**src/rtl/window_stream_fifo.sv**
```systemverilog
// Pixel stream FIFO for the 5x5 window stage: tags each pixel with frame-start / end-of-line flags
// from its raster position and buffers the tagged words in a first-word-fall-through FIFO.
module window_stream_fifo #(
  parameter int unsigned WIDTH  = 420,
  parameter int unsigned HEIGHT = 320,
  parameter int unsigned DEPTH  = 16
) (
  input  logic                     clock,
  input  logic                     reset,
  input  logic [7:0]               din,
  input  logic                     blanking_in,
  input  logic                     validin,
  output logic [10:0]              dout,
  output logic                     out_valid,
  input  logic                     out_ready,
  output logic [$clog2(DEPTH):0]   level,
  output logic                     overflow,
  output logic [7:0]               frame_count
);

  localparam int unsigned AW = $clog2(DEPTH);
  localparam logic [AW:0] FullLevel = (AW + 1)'(DEPTH);

  logic [10:0]   r_mem [DEPTH];
  logic [AW-1:0] r_wr_ptr;
  logic [AW-1:0] r_rd_ptr;
  logic [AW:0]   r_level;
  logic [8:0]    r_x_count;
  logic [8:0]    r_y_count;
  logic          r_overflow;
  logic [7:0]    r_frame_count;

  logic          w_full;
  logic          w_pop;
  logic          w_push;
  logic          w_x_last;
  logic          w_y_last;
  logic          w_sof;
  logic [10:0]   w_word;

  always_comb begin
    w_full   = (r_level == FullLevel);
    w_pop    = out_valid && out_ready;
    // A full FIFO still accepts a pixel when the head leaves in the same cycle.
    w_push   = validin && (!w_full || w_pop);
    w_x_last = (r_x_count == 9'(WIDTH - 1));
    w_y_last = (r_y_count == 9'(HEIGHT - 1));
    w_sof    = (r_x_count == 9'd0) && (r_y_count == 9'd0);
    w_word   = {w_sof, w_x_last, blanking_in, din};
  end

  always_ff @(posedge clock) begin
    if (reset && w_push) begin
      r_mem[r_wr_ptr] <= w_word;
    end
  end

  always_ff @(posedge clock) begin
    if (!reset) begin
      r_wr_ptr      <= '0;
      r_rd_ptr      <= '0;
      r_level       <= '0;
      r_x_count     <= '0;
      r_y_count     <= '0;
      r_overflow    <= 1'b0;
      r_frame_count <= '0;
    end else begin
      if (w_push) r_wr_ptr <= r_wr_ptr + AW'(1);
      if (w_pop)  r_rd_ptr <= r_rd_ptr + AW'(1);

      unique case ({w_push, w_pop})
        2'b10:   r_level <= r_level + (AW + 1)'(1);
        2'b01:   r_level <= r_level - (AW + 1)'(1);
        default: r_level <= r_level;
      endcase

      // Geometry advances on every valid pixel, dropped or not, so flags stay aligned.
      if (validin) begin
        if (w_x_last) begin
          r_x_count <= '0;
          r_y_count <= w_y_last ? 9'd0 : r_y_count + 9'd1;
        end else begin
          r_x_count <= r_x_count + 9'd1;
        end
      end

      if (validin && w_x_last && w_y_last) r_frame_count <= r_frame_count + 8'd1;
      if (validin && w_full && !w_pop)     r_overflow    <= 1'b1;
    end
  end

  assign dout        = r_mem[r_rd_ptr];
  assign out_valid   = (r_level != '0);
  assign level       = r_level;
  assign overflow    = r_overflow;
  assign frame_count = r_frame_count;

endmodule

```
**config.mk**
```make
export PLATFORM = sky130hd
export DESIGN_NAME = window_stream_fifo
export DESIGN_NICKNAME = d
export VERILOG_FILES = /design/src/rtl/window_stream_fifo.sv
export SDC_FILE = /design/constraint.sdc
export NUM_CORES = 1
export LEC_CHECK = 0
export CORE_ASPECT_RATIO = 0.7
export CORE_UTILIZATION = 60
export DETAILED_ROUTE_END_ITERATION = 7
export PLACE_DENSITY = 0.88
export SYNTH_ARGS = -nofsm -noshare
export SYNTH_HDL_FRONTEND = slang
export SYNTH_SLANG_ARGS = --single-unit
```
**constraint.sdc**
```tcl
create_clock -name clock -period 3.6 [get_ports clock]
set_input_delay 0.36 -clock clock [delete_from_list [all_inputs] [get_ports clock]]
set_output_delay 0.36 -clock clock [all_outputs]
set_load 0.05 [all_outputs]
```
### Yosys cells after proc, flatten, opt, wreduce, memory -nomap -nowiden

Memory sizes are Yosys's and may differ from the RTL's. A register that Yosys moved wholly into a read port is not among the register bits.
Cells that the tools add are included.

* output and inout bits: 26
* bits in writable memories: 176
* word-level logic and storage cells: 43
* bits in registers: 40
* memories: 1
* input bits: 13

* eq/ne operators: 5
* reductions and logical operators: 16
* mux-type cells: 7
* add/subtract/negate cells: 7

Memories
* r_mem: words 16, width 11, read ports 1, clocked after memory_dff 1, write ports 1, RTL line 24 `logic [10:0] r_mem [DEPTH];`

Operators with widths (count)
* adder 9 x 1 -> 9 bit, second input constant: 2
* == test 9 bit, second input constant: 2
* logical NOT 9 bit: 2
* two-way mux 9 bit: 2
* one-hot mux 5 bit (2 select lines): 1
* adder 4 x 1 -> 4 bit, second input constant: 2
* adder 8 x 1 -> 8 bit, second input constant: 1
* logical AND 1 bit: 8
* two-way mux 4 bit: 2
* adder 5 x 1 -> 5 bit, second input constant: 1
* == test 5 bit, second input constant: 1
* nonzero test 5 bit: 1
* subtractor 5 x 1 -> 5 bit, second input constant: 1
* == test 2 x 1 -> 1 bit, second input constant: 1
* == test 2 bit, second input constant: 1
* logical NOT 1 bit: 2
* two-way mux 1 bit: 2
* AND reduction 2 bit: 1
* nonzero test 2 bit: 1
* logical OR 1 bit: 1

### Depth between registers and ports, before layout

Gate-level depths: netlist (run 1).

* word-level depth: 7
* depth in mapped cells: 9
* depth with buffers taken out: 8

### Least setup slack after synthesis (run 1)

Ideal clock, no wire load.

* kind: reg-to-reg
* start point: register r_level[1] (netlist: level[1])
* end point: register r_level[4] (netlist: level[4])
* data arrival time: 2573 ps
* period minus slack after synthesis: 2645 ps
* buffers on the path: 1
* cell stages (with the launch flop): 10
* required time: 3528 ps
* library setup time: 72 ps
* slack: 955 ps
* cells stage by stage: dfxtp_1 > or4_4 > buf_2 > o21ai_1 > inv_1 > ha_1 > nand3_1 > or3_1 > o211ai_1 > mux2i_1

* word-level cells in the longest chain between the ends: 6
* elaborated cells on any way between the ends: 12
* those cells by class: add/sub: 2; eq/ne: 3; mux: 1; reduce/logical: 6

Ends and longest elaborated chain
* from (decl): RTL line 27 `logic [AW:0] r_level;`
* from (signal assigned): RTL line 72 `2'b10: r_level <= r_level + (AW + 1)'(1);`
* from (signal assigned): RTL line 73 `2'b01: r_level <= r_level - (AW + 1)'(1);`
* from (signal assigned): RTL line 74 `default: r_level <= r_level;`
* == test 5 bit / nonzero test 5 bit (equally long branches): RTL line 42, 93
* logical NOT 1 bit / logical AND 1 bit (equally long branches): RTL line 45, 43
* logical OR 1 bit: RTL line 45 `w_push = validin && (!w_full || w_pop);`
* logical AND 1 bit: RTL line 45
* == test 2 x 1 -> 1 bit / == test 2 bit (equally long branches): RTL line 71 `unique case ({w_push, w_pop})`
* one-hot mux 5 bit (2 select lines) / nonzero test 2 bit (equally long branches)

Several ways; a longest one is shown, not always the timed one.
A chain may end at the register's enable or synchronous reset.

==> results.sh, run 1 <==
export IMPL_fillers=789
export IMPL_ctsResizeCount=0
export IMPL_hp_class="flip-flop to flip-flop"
export IMPL_max_freq_mhz=290
export IMPL_grt_max_degree=45
export IMPL_route_detailed_drc=0
export IMPL_final_hold_violation_count=0
export IMPL_die_area_um2=15400
export IMPL_synth_area_per_cell_um2=17.1
export IMPL_swShare_pct=28.4
export IMPL_tritoncts="yes"
export IMPL_finalCritPeriodShare_pct=95.9
export IMPL_vias=5236
export IMPL_switchingPower_mw=1.89
export IMPL_diodes=0
export IMPL_drtIter0Drc=631
export IMPL_path_cells="buf_4 -> mux4_2 -> mux4_2 -> clkdlybuf4s50_1"
export IMPL_placed_area_um2=9630
export IMPL_combPwrFrac_pct=24.4
export IMPL_drv_slew=0
export IMPL_grt_ovfl_total=0
export IMPL_worstSetupPathType="flip-flop to output port"
export IMPL_pwr_share_seq_pct=43.9
export IMPL_synth_ff_latch_count=220
export IMPL_clkSinkCount=220
export IMPL_slew_headroom_pct=30.8
export IMPL_cts_root_buf="clkbuf_16"
export IMPL_insertion_delay_ps=500
export IMPL_finalSetupTns_ps=0
export IMPL_slowest_delay_ps=720
export IMPL_clkPwrFrac_pct=31.7
export IMPL_async_flop_share_pct=0
export IMPL_yosysWarnings=0
export IMPL_cp_arrival_ps=3090
export IMPL_ir_drop_v=0.000331
export IMPL_drt_total_wl_um=21000
export IMPL_rows=36
export IMPL_skew_ps=17.9
export IMPL_max_cap_viol_count=0
export IMPL_post_cts_buffers=0
export IMPL_fin_util_pct=72.4
export IMPL_gp_congestion=0.801
export IMPL_cts_made_buffers=20
export IMPL_start_util_pct=62.9
export IMPL_p_int_mw=4.76
export IMPL_dpl_hpwl_um=12400
export IMPL_synth_top_area_share_pct=59.3
export IMPL_worst_pin_slew_ps=1030
export IMPL_num_nets_final=606
export IMPL_post_drt_wl_per_cell_um=26.8
export IMPL_cpMostUsedCell="mux4_2"
export IMPL_rsz0062_at_grt="false"
export IMPL_synth_area_um2=8920
export IMPL_viasPerCell=6.68
export IMPL_synth_top_cells_by_count="176 x edfxtp_1, 55 x mux4_2, 44 x dfxtp_1"
export IMPL_cpMaxStageDelayCell="clkdlybuf4s50_1"
export IMPL_cp_data_required_time_ps=3240
export IMPL_io_buffers=38
export IMPL_ant_nets=0
export IMPL_grt_pass1_vias=5212
export IMPL_synth_top_cell_by_area="edfxtp_1"
export IMPL_outcome="finished, final reports clean"
export IMPL_stdcell_area_um2=10300
export IMPL_placedCellCount=749
export IMPL_dr_pass1_iters=5
export IMPL_cts_buffer_depth=3
export IMPL_area_growth_pct=15.2
export IMPL_synth_distinct_cells=42
export IMPL_syn_num_nets=546
export IMPL_h_tree_depth=1
export IMPL_synth_edf_count=176
export IMPL_die_w_um=148
export IMPL_num_io_pins=39
export IMPL_end_kind="output port"
export IMPL_die_h_um=104
export IMPL_grt_pass1_wl_um=31600
export IMPL_clk_pin_slew_worst_paths_ps=70
export IMPL_coreArea_um2=14200
export IMPL_setup_worst_path_start_class="flip-flop"
export IMPL_antenna_found_initial=0
export IMPL_min_period_ps=3450
export IMPL_hold_buffers=0
export IMPL_setup_viol=0
export IMPL_crit_fanout=18
export IMPL_syn_instance_count=521
export IMPL_instances_no_fill=784
export IMPL_synthTopCellsByArea="edfxtp_1 59%, mux4_2 14%, dfxtp_1 9.9%"
export IMPL_track_usage_pct=28.6
export IMPL_power_per_cell_area_nw_per_um2=647
export IMPL_ys_seq_area_share_pct=69.1
export IMPL_yosysMostFrequentCell="edfxtp_1"
export IMPL_synthFlopType="edfxtp_1"
export IMPL_drive_gt1_share_pct=19.2
export IMPL_p_leak_nw=3.36
## layout by cell type, fill, tap and decap left out, types with 2 or more instances in the layout
cell type | synthesis | routed
nor2b_1 | 3 | 3
clkbuf_16 | 0 | 21
and3_1 | 4 | 4
nand2b_1 | 10 | 10
nand3_1 | 15 | 15
o21ai_1 | 2 | 2
mux2i_1 | 10 | 10
nand3b_1 | 2 | 2
a21oi_1 | 10 | 10
and4_1 | 3 | 3
and2_1 | 2 | 2
nor2_1 | 40 | 40
or3_1 | 7 | 7
buf_4 | 0 | 22
xnor2_1 | 4 | 4
o41ai_1 | 5 | 5
or4_1 | 3 | 3
ha_1 | 12 | 12
o21a_1 | 4 | 4
o311ai_0 | 5 | 5
nand4_1 | 7 | 7
bufinv_16 | 0 | 2
xor2_1 | 11 | 11
o21ai_0 | 9 | 9
edfxtp_1 | 176 | 176
dfxtp_1 | 44 | 42
nor3_1 | 3 | 3
clkinv_1 | 0 | 2
clkinv_2 | 0 | 4
o211ai_1 | 6 | 6
o31ai_1 | 3 | 3
nand2_1 | 18 | 18
or2_2 | 2 | 2
inv_1 | 12 | 12
dfxtp_2 | 0 | 2
mux4_2 | 55 | 55
nor4_1 | 3 | 3
clkbuf_1 | 15 | 5
clkdlybuf4s50_1 | 0 | 38
## critical path, delay by kind of cell, from the launching register on
family,cells,cell delay (ps)
DFF,1,630
buffers and inverters,2,1090
muxes,2,870
## area by class of cell
type	instances	area, um^2	share of cell area [%]
Clock buffer	26	544	5.30
Multi-Input combinational cell	266	2620	25.5
Inverter	12	45.0	0.438
Timing Repair Buffer	61	566	5.51
Sequential cell	220	6170	60.0
Tap cell	190	238	2.31
Clock inverter	9	96.3	0.938
## stage by stage
stage	power, mW	worst slack [ps]	hold WS (ps)
after floorplan	4.13	955	459
after global placement	4.49	736	466
after detailed placement	4.57	706	468
after CTS	6.66	151	482
after global routing	6.84	91.8	515
final	6.65	146	474
## power groups by stage
| stage | clock network (mW) | logic (mW) | registers [mW] |
|---|---|---|---|
| 6_report | 2.11 | 1.62 | 2.92 |
| 5_1_grt | 2.21 | 1.70 | 2.93 |
| 4_1_cts | 2.12 | 1.63 | 2.92 |
| 3_5_place_dp | 0 | 1.60 | 2.97 |
| 3_3_place_gp | 0 | 1.53 | 2.96 |
| 2_1_floorplan | 0 | 1.13 | 3.00 |
## cell families after synthesis
logic type / after synthesis / share of synthesized area [%]
adders and majority gates: 12 / 1.68
buffers and inverters: 35 / 1.54
muxes: 66 / 15.2
DFF: 220 / 69.1
AOI/OAI and AO/OA: 48 / 3.70
xor gates and xnor gates: 15 / 1.47
and+or+nand+nor: 125 / 7.28
## layer usage
metal | part of all wire [%] | wire (um) | GRT usage, %
met1 | 37 | 7750 | 39.1
met2 | 51 | 10800 | 47.8
met3 | 9.0 | 1880 | 4.52
met4 | 2.7 | 568 | 9.06
met5 | 0 | 0 | 0
## state kept, by name, indices dropped and copies added, names as in the netlist, named ones only
register / flops
r_x_count: 9
r_wr_ptr: 4
r_y_count: 9
level: 5
overflow: 1
r_mem: 176
frame_count: 8
r_rd_ptr: 4
## path summary, 6_finish.rpt
path | startpoint | to | slack (ps) | cells past startpoint
setup / recovery | flip-flop | dout[10] | 150 | 4
setup reg to reg | level[1] | level[4] | 950 | 8
hold / removal | overflow | overflow | 470 | 2
hold reg to reg | overflow | overflow | 470 | 2
Note: power is estimated with default switching activity, not from simulation.
==> inputs of run 2 (changes only) <==
Settings changed: CELL_PAD_IN_SITES_DETAIL_PLACEMENT set to 1, CELL_PAD_IN_SITES_GLOBAL_PLACEMENT set to 1, CORE_UTILIZATION 60 to 56, PLACE_DENSITY 0.88 to 0.93.
==> run 2 against run 1 <==
- register-to-register slack got worse by 320 ps
- maximum frequency increased by 1.6%
- die area increased by 7.0%
- via count increased by 3.9%
- flip-flop and latch count unchanged
- critical path type unchanged
- non-clock buffer count increased by 12
==> results.sh, run 2 (same netlist as run 1, synthesis figures left out) <==
export IMPL_outcome="finished, final reports clean"
export IMPL_cp_data_required_time_ps=3240
export IMPL_drv_slew=0
export IMPL_drt_total_wl_um=25200
export IMPL_switchingPower_mw=1.99
export IMPL_h_tree_depth=1
export IMPL_pre_cts_slack_ps=550
export IMPL_grt_ovfl_total=0
export IMPL_gp_congestion=0.789
export IMPL_viasPerCell=6.74
export IMPL_grt_max_degree=28
export IMPL_io_buffers=38
export IMPL_dpl_hpwl_um=15600
export IMPL_grt_pass1_vias=5802
export IMPL_max_cap_viol_count=0
export IMPL_cp_arrival_ps=3040
export IMPL_largest_register_ffs=176
export IMPL_vias=5440
export IMPL_die_h_um=108
export IMPL_setup_viol=0
export IMPL_ff_latch_area_um2=6170
export IMPL_post_drt_wl_per_cell_um=31.2
export IMPL_p_leak_nw=3.44
export IMPL_setup_worst_path_start_class="flip-flop"
export IMPL_cts_made_buffers=21
export IMPL_track_usage_pct=31.9
export IMPL_fin_util_pct=66.8
export IMPL_setup_ws_ps=199
export IMPL_tritoncts="yes"
export IMPL_final_hold_violation_count=0
export IMPL_instances_no_fill=807
export IMPL_finalCritPeriodShare_pct=94.5
export IMPL_end_kind="output port"
export IMPL_p_int_mw=4.76
export IMPL_slew_headroom_pct=17.0
export IMPL_start_util_pct=57.4
export IMPL_ant_nets=0
export IMPL_die_w_um=153
export IMPL_die_area_um2=16400
export IMPL_coreArea_um2=15500
export IMPL_largest_register="r_mem"
export IMPL_pwr_share_seq_pct=43.9
export IMPL_skew_ps=13.4
export IMPL_multi_input_area_um2=2620
export IMPL_hp_class="flip-flop to flip-flop"
export IMPL_most_common_layout_cells="176 x edfxtp_1, 55 x mux4_2, 42 x dfxtp_1"
export IMPL_fillers=1333
export IMPL_combPwrFrac_pct=24.6
export IMPL_antenna_found_initial=1
export IMPL_power_mw=6.75
export IMPL_clk_pin_slew_worst_paths_ps=60
export IMPL_diodes=0
export IMPL_crit_fanout=24
export IMPL_power_per_cell_area_nw_per_um2=650
export IMPL_rsz0062_at_grt="false"
export IMPL_clkPwrFrac_pct=31.4
export IMPL_worstSetupPathType="flip-flop to output port"
export IMPL_grt_pass1_wl_um=37400
export IMPL_max_freq_mhz=294
export IMPL_worst_pin_slew_ps=1240
export IMPL_ir_drop_v=0.000361
export IMPL_dr_pass1_iters=5
export IMPL_final_common_cell="edfxtp_1"
export IMPL_drtIter0Drc=588
export IMPL_cts_root_buf="clkbuf_16"
export IMPL_drive_gt1_share_pct=20.8
export IMPL_clkSinkCount=220
export IMPL_placedCellCount=771
export IMPL_swShare_pct=29.5
export IMPL_cts_buffer_depth=3
export IMPL_num_io_pins=39
export IMPL_top_regs="r_mem x176, r_x_count x9, r_y_count x9"
export IMPL_finalSetupTns_ps=0
export IMPL_route_detailed_drc=0
export IMPL_insertion_delay_ps=500
export IMPL_hold_buffers=0
export IMPL_num_nets_final=619
export IMPL_post_cts_buffers=0
export IMPL_area_growth_pct=16.4
export IMPL_rows=38
export IMPL_min_period_ps=3400
[run 2: changes by cell type in the layout (fill, tap and decap cells not counted)]
| cell | delta |
|---|---|
| clkdlybuf4s50_1 | -3 |
| dfxtp_2 | -2 |
| dfxtp_4 | +2 |
| buf_4 | +12 |
| clkinv_1 | +5 |
| dlygate4sd2_1 | +2 |
| clkbuf_1 | -4 |
| dlymetal6s2s_1 | +1 |
[run 2: power groups by stage]
stage	clock network, mW	logic, mW	registers, mW
3_3_place_gp	0	1.50	2.99
2_1_floorplan	0	1.13	3.00
6_report	2.12	1.66	2.96
3_5_place_dp	0	1.62	3.01
5_1_grt	2.22	1.72	2.98
4_1_cts	2.14	1.66	2.96
[run 2: layer usage]
metal	routed length (um)	up-vias	track usage [%]
met5	13	-	0
li1	-	2211	-
met2	12500	357	54.3
met4	975	2	13.3
met3	2160	76	5.19
met1	9480	2794	41.3
[run 2: final timing paths]
path | endpoint | cells after the start | from | slack [ps]
setup / recovery | dout[6] | 4 | flip-flop | 200
hold / removal | frame_count[5] | 2 | frame_count[5] | 490
setup reg to reg | level[4] | 8 | level[1] | 630
hold reg to reg | frame_count[5] | 2 | frame_count[5] | 490
[run 2: repair_timing]
action | CTS | global route
endpoints found under the setup margin | 2 | 7
resized for setup | 2 | 3
cloned | 0 | 0
[run 2: cell type report]
class | instances | area share [%]
clock inverters | 14 | 1.11
inverters | 12 | 0.434
clock buffers | 22 | 5.10
multi-input cells | 266 | 25.2
repair buffers | 73 | 6.31
flip-flops and latches | 220 | 59.5
well taps | 200 | 2.41
[run 2: worst max-delay path, stage by stage, from the launching register on]
cell	delay, ps
dfxtp_4	480
buf_12	260
mux4_2	550
mux4_2	470
clkdlybuf4s50_1	750
[run 2: through the flow]
stage / instance area [um^2] / hold WS [ps]
global placement: 9730 / 467
finish: 10400 / 492
floorplan: 8920 / 459
global route: 10400 / 532
detailed placement: 9730 / 484
CTS: 10400 / 497
==> inputs of run 3 (changes only) <==
Settings changed: GPL_TIMING_DRIVEN set to 0.
==> run 3 against run 2 <==
- the run now ends with capacitance limit left
- via count rose by 0.37%
- critical path depth did not move
- cell count fell by 1.6%
- flip-flop and latch count did not move
- sequential power barely moved
- sequential share of layout area rose by 0.55 points
- clock-buffer cell count did not move
- clock power rose by 6%
- clock skew fell by 1.4 ps
- combinational power rose by 5%
- worst setup slack got worse by 110 ps
- power rose by 2.6%
- critical endpoint unchanged
- highest routed layer unchanged
==> results.sh, run 3 (same netlist as run 1, synthesis figures left out) <==
export IMPL_viasPerCell=6.88
export IMPL_cpMostUsedCell="mux4_2"
export IMPL_start_util_pct=57.4
export IMPL_final_common_cell="edfxtp_1"
export IMPL_vias=5460
export IMPL_grt_pass1_vias=5734
export IMPL_pre_cts_slack_ps=57.1
export IMPL_path_cells="buf_4 -> mux4_2 -> mux4_2 -> clkdlybuf4s50_1"
export IMPL_clkSinkCount=220
export IMPL_largest_register="r_mem"
export IMPL_setup_worst_path_start_class="flip-flop"
export IMPL_rows=38
export IMPL_cts_buffer_depth=3
export IMPL_ir_drop_v=0.000315
export IMPL_drive_gt1_share_pct=18.7
export IMPL_worst_pin_slew_ps=1480
export IMPL_slew_headroom_pct=1.28
export IMPL_max_freq_mhz=285
export IMPL_num_io_pins=39
export IMPL_track_usage_pct=32.9
export IMPL_die_h_um=108
export IMPL_io_buffers=36
export IMPL_final_hold_violation_count=0
export IMPL_grt_max_degree=17
export IMPL_skew_ps=12.1
export IMPL_cp_arrival_ps=3150
export IMPL_die_w_um=153
export IMPL_drv_slew=0
export IMPL_end_kind="output port"
export IMPL_hp_class="primary input to flip-flop"
export IMPL_rsz0062_at_grt="false"
export IMPL_die_area_um2=16400
export IMPL_clk_pin_slew_worst_paths_ps=70
export IMPL_worstSetupPathType="flip-flop to output port"
export IMPL_grt_use_met1_pct=42.4
export IMPL_violations="capacitance limit"
export IMPL_outcome="finished, violations left"
export IMPL_ant_nets=0
export IMPL_h_tree_depth=1
export IMPL_post_cts_buffers=0
export IMPL_coreArea_um2=15500
export IMPL_cp_data_required_time_ps=3240
export IMPL_drtIter0Drc=638
export IMPL_finalSetupTns_ps=0
export IMPL_cpMaxStageDelayCell="clkdlybuf4s50_1"
export IMPL_gp_congestion=0.803
export IMPL_dpl_hpwl_um=15400
export IMPL_p_leak_nw=3.37
export IMPL_power_per_cell_area_nw_per_um2=673
export IMPL_insertion_delay_ps=500
export IMPL_fillers=1321
export IMPL_area_growth_pct=15.2
export IMPL_drt_total_wl_um=26000
export IMPL_slowest_delay_ps=720
export IMPL_crit_fanout=10
export IMPL_largest_register_ffs=176
export IMPL_grt_pass1_wl_um=38100
export IMPL_max_cap_viol_count=1
export IMPL_setup_ws_ps=85.9
export IMPL_finalCritPeriodShare_pct=97.6
export IMPL_setup_viol=0
export IMPL_num_nets_final=604
export IMPL_grt_met3_usage_pct=7.73
export IMPL_post_drt_wl_per_cell_um=32.7
export IMPL_grt_ovfl_total=0
export IMPL_route_detailed_drc=0
export IMPL_busiest_layer="met2"
export IMPL_cts_root_buf="clkbuf_16"
export IMPL_min_period_ps=3510
export IMPL_antenna_found_initial=2
export IMPL_dr_pass1_iters=5
export IMPL_most_common_layout_cells="176 x edfxtp_1, 55 x mux4_2, 43 x dfxtp_1"
export IMPL_tritoncts="yes"
export IMPL_fin_util_pct=66.1
export IMPL_cts_made_buffers=21
export IMPL_top_regs="r_mem x176, r_x_count x9, r_y_count x9"
export IMPL_grt_use_met2_pct=54.0
==> run 3: metal layers <==
layer,wire length [um],part of all wire (%)
met2,12500,48
met5,13,0.050
met1,9830,38
met4,1210,4.7
met3,2370,9.1
==> run 3: layout make-up <==
| cell class | instances | area (um^2) | share of cell area, % |
|---|---|---|---|
| flip-flops and latches | 220 | 6170 | 60.0 |
| multi-input cells | 266 | 2640 | 25.6 |
| clock buffers | 22 | 529 | 5.15 |
| repair buffers | 37 | 389 | 3.79 |
| well taps | 200 | 250 | 2.43 |
| clock inverters | 15 | 151 | 1.47 |
| plain buffers | 21 | 108 | 1.05 |
| inverters | 12 | 45.0 | 0.438 |
| diodes | 1 | 2.50 | 0.0243 |
==> run 3: final timing paths <==
path	startpoint	endpoint	slack [ps]	depth (start not counted)
setup / recovery	flip-flop	dout[6]	90	4
hold / removal	reset	level[2]	430	3
setup reg to reg	level[1]	level[4]	530	9
hold reg to reg	frame_count[5]	frame_count[5]	500	2
==> run 3: critical path, delay by kind of cell (launching register included) <==
kind	cells	cell delay [ps]
multiplexers	2	1040
buffers and inverters	2	1100
flip-flops	1	520
==> run 3: what timing repair did <==
| item | 4_1_cts | 5_1_grt |
|---|---|---|
| resized for setup | 12 | 7 |
| setup endpoints to repair | 11 | 7 |
| hold buffers | 0 | 0 |
==> run 3: power by group <==
group | total (mW) | internal (mW) | switching (mW)
Sequential | 2.93 | 2.82 | 0.111
Clock | 2.24 | 1.28 | 0.958
Combinational | 1.75 | 0.734 | 1.01
==> run 3: stage by stage <==
| step | hold slack (ps) | power (mW) | std cells | instance area, um^2 |
|---|---|---|---|---|
| finish | 427 | 6.92 | 794 | 10300 |
| global route | 434 | 7.08 | 794 | 10300 |
| CTS | 392 | 6.91 | 792 | 10200 |
| detailed placement | 503 | 4.66 | 757 | 9530 |
| global placement | 477 | 4.55 | 757 | 9530 |
| floorplan | 459 | 4.13 | 521 | 8920 |
